--- src/rtl/pipo_load_arbiter.sv ---
// Round-robin arbiter sharing one PIPO register between N_REQ requesters.
// Grants, pulses load, holds, verifies readback, then acks the owner.
module pipo_load_arbiter #(
    parameter int N_REQ       = 4,
    parameter int WIDTH       = 4,
    parameter int HOLD_CYCLES = 3
) (
    input  logic                     clk,
    input  logic                     rst,
    input  logic [N_REQ-1:0]         req,
    input  logic [N_REQ*WIDTH-1:0]   req_data,
    output logic [N_REQ-1:0]         grant,
    output logic [N_REQ-1:0]         ack,
    output logic                     busy,
    output logic                     load,
    output logic [WIDTH-1:0]         parallel_in,
    input  logic [WIDTH-1:0]         parallel_out,
    output logic                     mismatch
);

    localparam int PW = $clog2(N_REQ);
    localparam int CW = (HOLD_CYCLES > 1) ? $clog2(HOLD_CYCLES) : 1;
    localparam logic [PW:0]      NQ   = (PW+1)'(N_REQ);
    localparam logic [PW:0]      INC  = (PW+1)'(1);
    localparam logic [CW-1:0]    LAST = CW'(HOLD_CYCLES - 1);
    localparam logic [N_REQ-1:0] ONE  = N_REQ'(1);

    typedef enum logic [1:0] {
        IDLE,
        LOAD,
        HOLD,
        DONE
    } state_t;

    state_t            state_q, state_d;
    logic [PW-1:0]     ptr_q, ptr_d;
    logic [PW-1:0]     win_q, win_d;
    logic [PW-1:0]     pick;
    logic [CW-1:0]     cnt_q, cnt_d;
    logic [N_REQ-1:0]  grant_q, grant_d;
    logic [N_REQ-1:0]  ack_q, ack_d;
    logic              load_q, load_d;
    logic              busy_q, busy_d;
    logic              mm_q, mm_d;
    logic [WIDTH-1:0]  pin_q, pin_d;
    logic [WIDTH-1:0]  pick_data;
    logic              found;
    logic [PW:0]       sum;
    logic [PW:0]       win_inc;

    // Search from ptr upward, wrapping at N_REQ
    always_comb begin
        found = 1'b0;
        pick  = ptr_q;
        sum   = '0;
        for (int k = 0; k < N_REQ; k++) begin
            sum = {1'b0, ptr_q} + (PW+1)'(k);
            if (sum >= NQ) sum = sum - NQ;
            if (!found && req[sum[PW-1:0]]) begin
                found = 1'b1;
                pick  = sum[PW-1:0];
            end
        end
    end

    always_comb begin
        pick_data = '0;
        for (int i = 0; i < N_REQ; i++) begin
            if (pick == PW'(i)) pick_data = req_data[i*WIDTH +: WIDTH];
        end
    end

    assign win_inc = {1'b0, win_q} + INC;

    always_comb begin
        state_d = state_q;
        ptr_d   = ptr_q;
        win_d   = win_q;
        cnt_d   = cnt_q;
        grant_d = grant_q;
        ack_d   = '0;
        load_d  = 1'b0;
        busy_d  = busy_q;
        mm_d    = mm_q;
        pin_d   = pin_q;
        unique case (state_q)
            IDLE: begin
                if (found) begin
                    win_d   = pick;
                    grant_d = ONE << pick;
                    pin_d   = pick_data;
                    load_d  = 1'b1;
                    busy_d  = 1'b1;
                    state_d = LOAD;
                end
            end
            LOAD: begin
                cnt_d   = '0;
                state_d = HOLD;
            end
            HOLD: begin
                // Register has captured parallel_in by the first hold cycle
                if (cnt_q == '0 && parallel_out != pin_q) mm_d = 1'b1;
                if (cnt_q == LAST) begin
                    grant_d = '0;
                    ack_d   = grant_q;
                    ptr_d   = (win_inc >= NQ) ? '0 : win_inc[PW-1:0];
                    state_d = DONE;
                end else begin
                    cnt_d = cnt_q + 1'b1;
                end
            end
            DONE: begin
                busy_d  = 1'b0;
                pin_d   = '0;
                state_d = IDLE;
            end
            default: state_d = IDLE;
        endcase
    end

    always_ff @(posedge clk) begin
        if (rst) begin
            state_q <= IDLE;
            ptr_q   <= '0;
            win_q   <= '0;
            cnt_q   <= '0;
            grant_q <= '0;
            ack_q   <= '0;
            load_q  <= 1'b0;
            busy_q  <= 1'b0;
            mm_q    <= 1'b0;
            pin_q   <= '0;
        end else begin
            state_q <= state_d;
            ptr_q   <= ptr_d;
            win_q   <= win_d;
            cnt_q   <= cnt_d;
            grant_q <= grant_d;
            ack_q   <= ack_d;
            load_q  <= load_d;
            busy_q  <= busy_d;
            mm_q    <= mm_d;
            pin_q   <= pin_d;
        end
    end

    assign grant       = grant_q;
    assign ack         = ack_q;
    assign busy        = busy_q;
    assign load        = load_q;
    assign parallel_in = pin_q;
    assign mismatch    = mm_q;

endmodule

--- config.mk ---
export PLATFORM = sky130hd
export DESIGN_NAME = pipo_load_arbiter
export DESIGN_NICKNAME = d
export VERILOG_FILES = /design/src/rtl/pipo_load_arbiter.sv
export SDC_FILE = /design/constraint.sdc
export NUM_CORES = 1
export LEC_CHECK = 0
export BUFFER_PORTS_ARGS = -buffer_cell sky130_fd_sc_hd__buf_2
export CAP_MARGIN = 5
export CORE_MARGIN = 2
export CORE_UTILIZATION = 40
export CTS_CLUSTER_SIZE = 10
export DETAILED_ROUTE_END_ITERATION = 10
export PLACE_DENSITY = 0.74
export SYNTH_ARGS = -nofsm -noshare
export SYNTH_HDL_FRONTEND = slang
export SYNTH_SLANG_ARGS = --single-unit
--- constraint.sdc ---
create_clock -name clk -period 3.7 [get_ports clk]
set_clock_uncertainty 0.2 [all_clocks]
set_input_delay 0.37 -clock clk [delete_from_list [all_inputs] [get_ports clk]]
set_output_delay 0.37 -clock clk [all_outputs]
set_load 0.01 [all_outputs]
==> reports/qor.yml, run 1 <==
cts_tree: "yes"
fmax_mhz: 473.3
crit_path_max_fanout: 5
r2r_end: "parallel_in[3]"
crit_end: "parallel_in[3]"
die_w_um: 60.32
cts.clk_slew.worst_paths_ns: 0.13
pwr_density_cell_nw_per_um2: 498.4
crit_arrival_ns: 2.12
numPortBuffers: 40
grt_pass1_wl_mm: 4.519
area_growth_pct: 22.29
layout_min_cycle_time_ns: 2.113
critPathCaptureType: "register"
syn_inst: 141
ys_seq_elements: 23
yosysUniqueCellTypes: 41
p_total_mw: 0.7733
cap_viol_max_count: 0
n_antenna_cell: 0
dr.pass1.iters: 4
hold_class: "input port to register"
rows: 20
start_util_pct: 41.90
cts.htree.levels: 1
grt_overflow: 0
dieArea_um2: 3639
syn_avg_cell_area_um2: 8.998
cts_sinks: 23
worstSkewPairLatency_ns: 0.31
clock-root-buffer: "clkbuf_4"
drt_iter0_drc: 44
antenna_found_initial: 0
finalHoldViolations: 0
die_h_um: 60.32
groute.usage.overall_pct: 15.99
ys_seq_area_share_pct: 36.29
worst_pin_slew_ns: 0.3952
criticalPathCategory: "register to register"
grt_pass1_vias: 1127
clk_path_buf_depth: 2
vias_per_cell: 5.110
synth_area_leader_cell: "dfxtp_1"
vias: 1165
report.final.slew_viol_count: 0
setup_tns_ns: 0
async_flop_share_pct: 0
cts_made_buffers: 3
drc_errors: 0
num_io_pins: 41
setup.worst_path.start: "ptr_q[0]"
finalCritPeriodShare_pct: 57.10
yosys_most_used_dff: "dfxtp_1"
cp-start-kind: "register"
yosys.area.top_type_share_pct: 36.29
ff2ff_setup_slack_ns: 1.59
vdd_ir_drop_max_mv: 0.2355
cts_hold_buffers: 0
ctsResizeCount: 0
nNetsFinal: 219
routed_wl_mm: 2.837
synthTopCellsByArea: "dfxtp_1 36%, ha_1 7.9%, a21oi_1 5.9%"
syn_area_um2: 1269
rsz0062_at_grt: "false"
core_area_um2: 3028
place_hpwl_mm: 2.277
critPathRequiredTime_ns: 3.70
route.detailed.wl_per_inst_um: 12.44
r2r_cells: 5
outcome: "finished, final reports clean"
synth_nets: 175
drtAntennaViolNets: 0
setup_violations: 0
reg2reg_from: "ptr_q[0]"
relSlewSlack_pct: 73.60
grt_start_max_net_pins: 19
synth_edf_count: 0
globalplace.congestion: 0.8054
synth.yosys.warnings: 0
post_cts_buffers: 0
leakage_nw: 0.6805
layout-drive-gt1-share_pct: 34.24
## critical path, stage by stage, from the launching register on
cell and delay (ns):
dfxtp_1 0.39, and2b_4 0.22, o21a_2 0.25, nor3_2 0.28, mux2_2 0.37, a221o_1 0.30
## cell type report
type	instances	area (µm²)
inverter	7	26.28
tap	44	55.05
clock inverter	1	5.005
sequential	23	460.4
multi-input combinational	109	774.5
timing repair buffer	41	207.7
clock buffer	3	22.52
fill	299	1476
## cell families after synthesis
kind of cell               after synthesis  synth area share (%)
and+or+nand+nor                         54                 24.26
xor gates and xnor gates                 4                 2.761
adders and majority gates                8                 7.890
muxes                                    5                 4.635
AOI/OAI and AO/OA                       38                 21.50
buffers and inverters                    9                 2.663
DFF                                     23                 36.29
## registers in the layout, indices dropped and copies added (netlist names)
register / count
ack: 4
busy: 1
mismatch: 1
cnt_q: 2
ptr_q: 2
parallel_in: 4
state_q: 2
win_q: 2
grant: 4
load: 1
## synthesized netlist by cell type, types with 2 or more instances
cell type / count
a21oi_1: 15
a221o_1: 4
a31oi_1: 2
a32oi_1: 2
and2_1: 4
dfxtp_1: 23
ha_1: 8
inv_1: 7
mux2_2: 3
nand2_1: 7
nand2b_1: 3
nand3b_1: 2
nand4_1: 5
nor2_1: 17
nor3_1: 3
nor3_2: 2
nor3b_1: 2
o21ai_0: 2
o31ai_1: 4
or2_2: 2
xnor2_1: 4
## layer usage
metal / wire length, µm / part of all wire, % / vias up / track usage (%)
met5: 0 / 0 / - / 0
met4: 19 / 0.67 / 0 / 2.857
met3: 215 / 7.6 / 4 / 4.113
met2: 1371 / 48 / 37 / 30.59
met1: 1230 / 43 / 523 / 17.76
li1: - / - / 601 / -
## worst min path at each step
stage | to | from | depth (start not counted)
6_report | parallel_in[1] | req_data[13] | 3
5_1_grt | parallel_in[3] | req_data[11] | 3
4_1_cts | parallel_in[3] | req_data[11] | 3
3_5_place_dp | mismatch | mismatch | 2
3_3_place_gp | grant[3] | grant[3] | 2
2_1_floorplan | win_q[1] | win_q[1] | 2
## placed cells by master (no fill, tap or decap), types with 2 or more instances in the layout
cell type | Yosys | layout
or2_2 | 2 | 2
o31ai_1 | 4 | 4
clkbuf_4 | 0 | 3
nor3_2 | 2 | 2
nor3_1 | 3 | 3
a221o_1 | 4 | 4
nand2b_1 | 3 | 3
inv_1 | 7 | 7
nand4_1 | 5 | 5
a21oi_1 | 15 | 15
nand2_1 | 7 | 7
a31oi_1 | 2 | 2
o21ai_0 | 2 | 2
nand3b_1 | 2 | 2
and2_1 | 4 | 4
ha_1 | 8 | 8
mux2_2 | 3 | 3
nor2_1 | 17 | 17
dfxtp_1 | 23 | 23
a32oi_1 | 2 | 2
xnor2_1 | 4 | 4
buf_2 | 0 | 40
nor3b_1 | 2 | 2
## metrics by stage
step / std cells / utilization [%] / setup WS (ns) / area [µm²] / hold WS, ns
6_report: 228 / 51.24 / 1.587 / 1551 / 0.2042
3_3_place_gp: 224 / 50.33 / 1.499 / 1524 / 0.2596
3_5_place_dp: 224 / 50.33 / 1.484 / 1524 / 0.2619
5_1_grt: 228 / 51.24 / 1.493 / 1551 / 0.1977
4_1_cts: 228 / 51.24 / 1.606 / 1551 / 0.1968
2_1_floorplan: 141 / - / 1.746 / 1269 / 0.2613
## power breakdown
part	internal, mW	switching (mW)
clock network	0.0403	0.0745
registers	0.294	0.0337
logic	0.148	0.183
Note: power is estimated with default switching activity, not from simulation.
==> run 2, diff against run 1 <==
- PLACE_DENSITY: 0.74 -> 0.77
- clock period: 3.7 -> 1.76 ns (I/O delays scaled with it)
==> run 2 against run 1 <==
Against the previous run:
- the flow now finishes with violations (negative setup slack)
- critical path depth unchanged
- combinational power rose by 150%
- sequential share of layout area decreased by 4.5 points
- via count grew 8.2%
- utilization is 9.5 points higher
- sequential power rose by 110%
- power grew 130%
- largest cell class unchanged
==> reports/qor.yml, run 2 (synthesized netlist as in run 1, its figures left out) <==
clock-root-buffer: "clkbuf_4"
report.final.slew_viol_count: 0
num-fill-cells: 274
relSlewSlack_pct: 78.15
p_total_mw: 1.752
crit_arrival_ns: 1.89
path_cells: "nor3b_4, or3_4, nand3_4, mux2_4, a221o_1"
setup_violations: 4
placed_area_um2: 1693
setup_ws_ns: -0.1121
dp_slack_ns: -0.1231
cts_sinks: 23
max_stage_delay_ns: 0.35
worstHoldPathCells: 3
place_hpwl_mm: 2.374
die_w_um: 60.32
worstSkewPairLatency_ns: 0.32
vias: 1260
n_antenna_cell: 0
hold_class: "input port to register"
layout_common_cells: "40 x buf_2, 23 x buf_4, 21 x dfxtp_1, 16 x nor2_1, 15 x a21oi_1"
layout-drive-gt1-share_pct: 45.45
failed_checks: "negative setup slack"
dieArea_um2: 3639
fin_area_um2: 1839
drt_iter0_drc: 39
switchingPower_mw: 0.6584
critPathTopFamily: "simple AND/OR/NAND/NOR gates"
cp.buffers_inverters: 0
outcome: "finished with violations"
layout_min_cycle_time_ns: 1.872
finalCritPeriodShare_pct: 106.4
grt_start_max_net_pins: 15
final_common_cell: "buf_2"
path_depth: 5
num_io_pins: 41
vdd_ir_drop_max_mv: 0.4844
route.detailed.wl_per_inst_um: 12.39
p_comb_share_pct: 46.5
routed_wl_mm: 3.135
holdWs_ns: 0.005318
area_growth_pct: 44.97
cts_made_buffers: 3
hold_end: "parallel_in[2]"
cap_viol_max_count: 0
critPathRequiredTime_ns: 1.78
core_area_um2: 3028
drc_errors: 0
clk_path_buf_depth: 2
nNetsFinal: 244
cts.clk_slew.worst_paths_ns: 0.13
dr.pass1.iters: 4
groute.usage.overall_pct: 17.59
cellInternalPower_mw: 1.094
start_util_pct: 41.90
cp-start-kind: "register"
worst_pin_slew_ns: 0.3271
die_h_um: 60.32
swShare_pct: 37.57
grt_pass1_wl_mm: 4.892
vias_per_cell: 4.980
critPathCaptureType: "register"
antenna_found_initial: 0
ff2ff_setup_slack_ns: -0.11
slowest_stage: "dfxtp_2"
rows: 20
numPortBuffers: 40
cts_tree: "yes"
fmax_mhz: 534.2
crit_path_max_fanout: 4
drtAntennaViolNets: 0
reg2reg_from: "ptr_q[0]"
criticalPathCategory: "register to register"
grt_overflow: 0
cts.htree.levels: 1
finalHoldViolations: 0
sequentialPowerShare_pct: 39.3
fin_util_pct: 60.74
pwr-share-clk_pct: 14.2
hold_start: "req_data[14]"
grt_pass1_vias: 1181
pwr_density_cell_nw_per_um2: 952.7
leakage_nw: 0.8266
r2r_end: "parallel_in[2]"
r2r_cells: 5
rsz0062_at_grt: "true"
globalplace.congestion: 0.7864
## run 2: layout make-up
type	instances	area [µm²]	area share (%)
well taps	44	55.05	2.993
repair buffers	66	402.9	21.90
inverters	7	26.28	1.429
clock inverters	1	5.005	0.2721
clock buffers	3	22.52	1.224
multi-input cells	109	864.6	47.01
flip-flops and latches	23	462.9	25.17
## run 2: worst max path at each step
stage	startpoint	slack [ns]	to
final	ptr_q[0]	-0.11	parallel_in[2]
after CTS	ptr_q[0]	-0.14	parallel_in[2]
after floorplan	ptr_q[0]	-0.08	parallel_in[2]
after global routing	ptr_q[0]	-0.18	parallel_in[1]
after detailed placement	ptr_q[0]	-0.12	parallel_in[1]
after global placement	ptr_q[0]	-0.1	parallel_in[2]
## run 2: worst reg2reg max path: cells and delay by family (launching register included)
kind             cells  cell delay [ns]
flip-flops           1             0.35
multiplexers         1             0.31
AO/OA/AOI/OAI        1             0.31
AND/OR/NAND/NOR      3             0.61
## run 2: repair_timing
item / CTS / global route
gates resized for setup: 3 / 9
pin swaps: 4 / 5
gates cloned: 0 / 0
setup buffers: 4 / 0
hold endpoints to repair: 3 / 0
hold buffers: 3 / 0
endpoints found under the setup margin: 4 / 9
## run 2: layer usage
metal  vias to the layer above  global-route usage (%)  part of all wire, %
li1                        648                       -                    -
met1                       567                   20.79                   46
met2                        40                   32.76                   48
met3                         5                   3.896                  5.4
met4                         0                   2.857                 0.80
met5                         -                       0                    0
## run 2: per-stage QoR
| step | setup TNS, ns | std cells |
|---|---|---|
| after CTS | -0.5060 | 253 |
| final | -0.4250 | 253 |
| after floorplan | -0.2877 | 141 |
| after detailed placement | -0.4699 | 242 |
| after global placement | -0.3477 | 242 |
| after global routing | -0.7083 | 253 |
## run 2: power groups by stage
| stage | Clock (mW) | Combinational [mW] | Sequential (mW) |
|---|---|---|---|
| after floorplan | 0 | 0.453 | 0.722 |
| after global placement | 0 | 0.750 | 0.696 |
| after detailed placement | 0 | 0.760 | 0.702 |
| after CTS | 0.256 | 0.781 | 0.689 |
| after global routing | 0.275 | 0.904 | 0.704 |
| final | 0.249 | 0.814 | 0.689 |
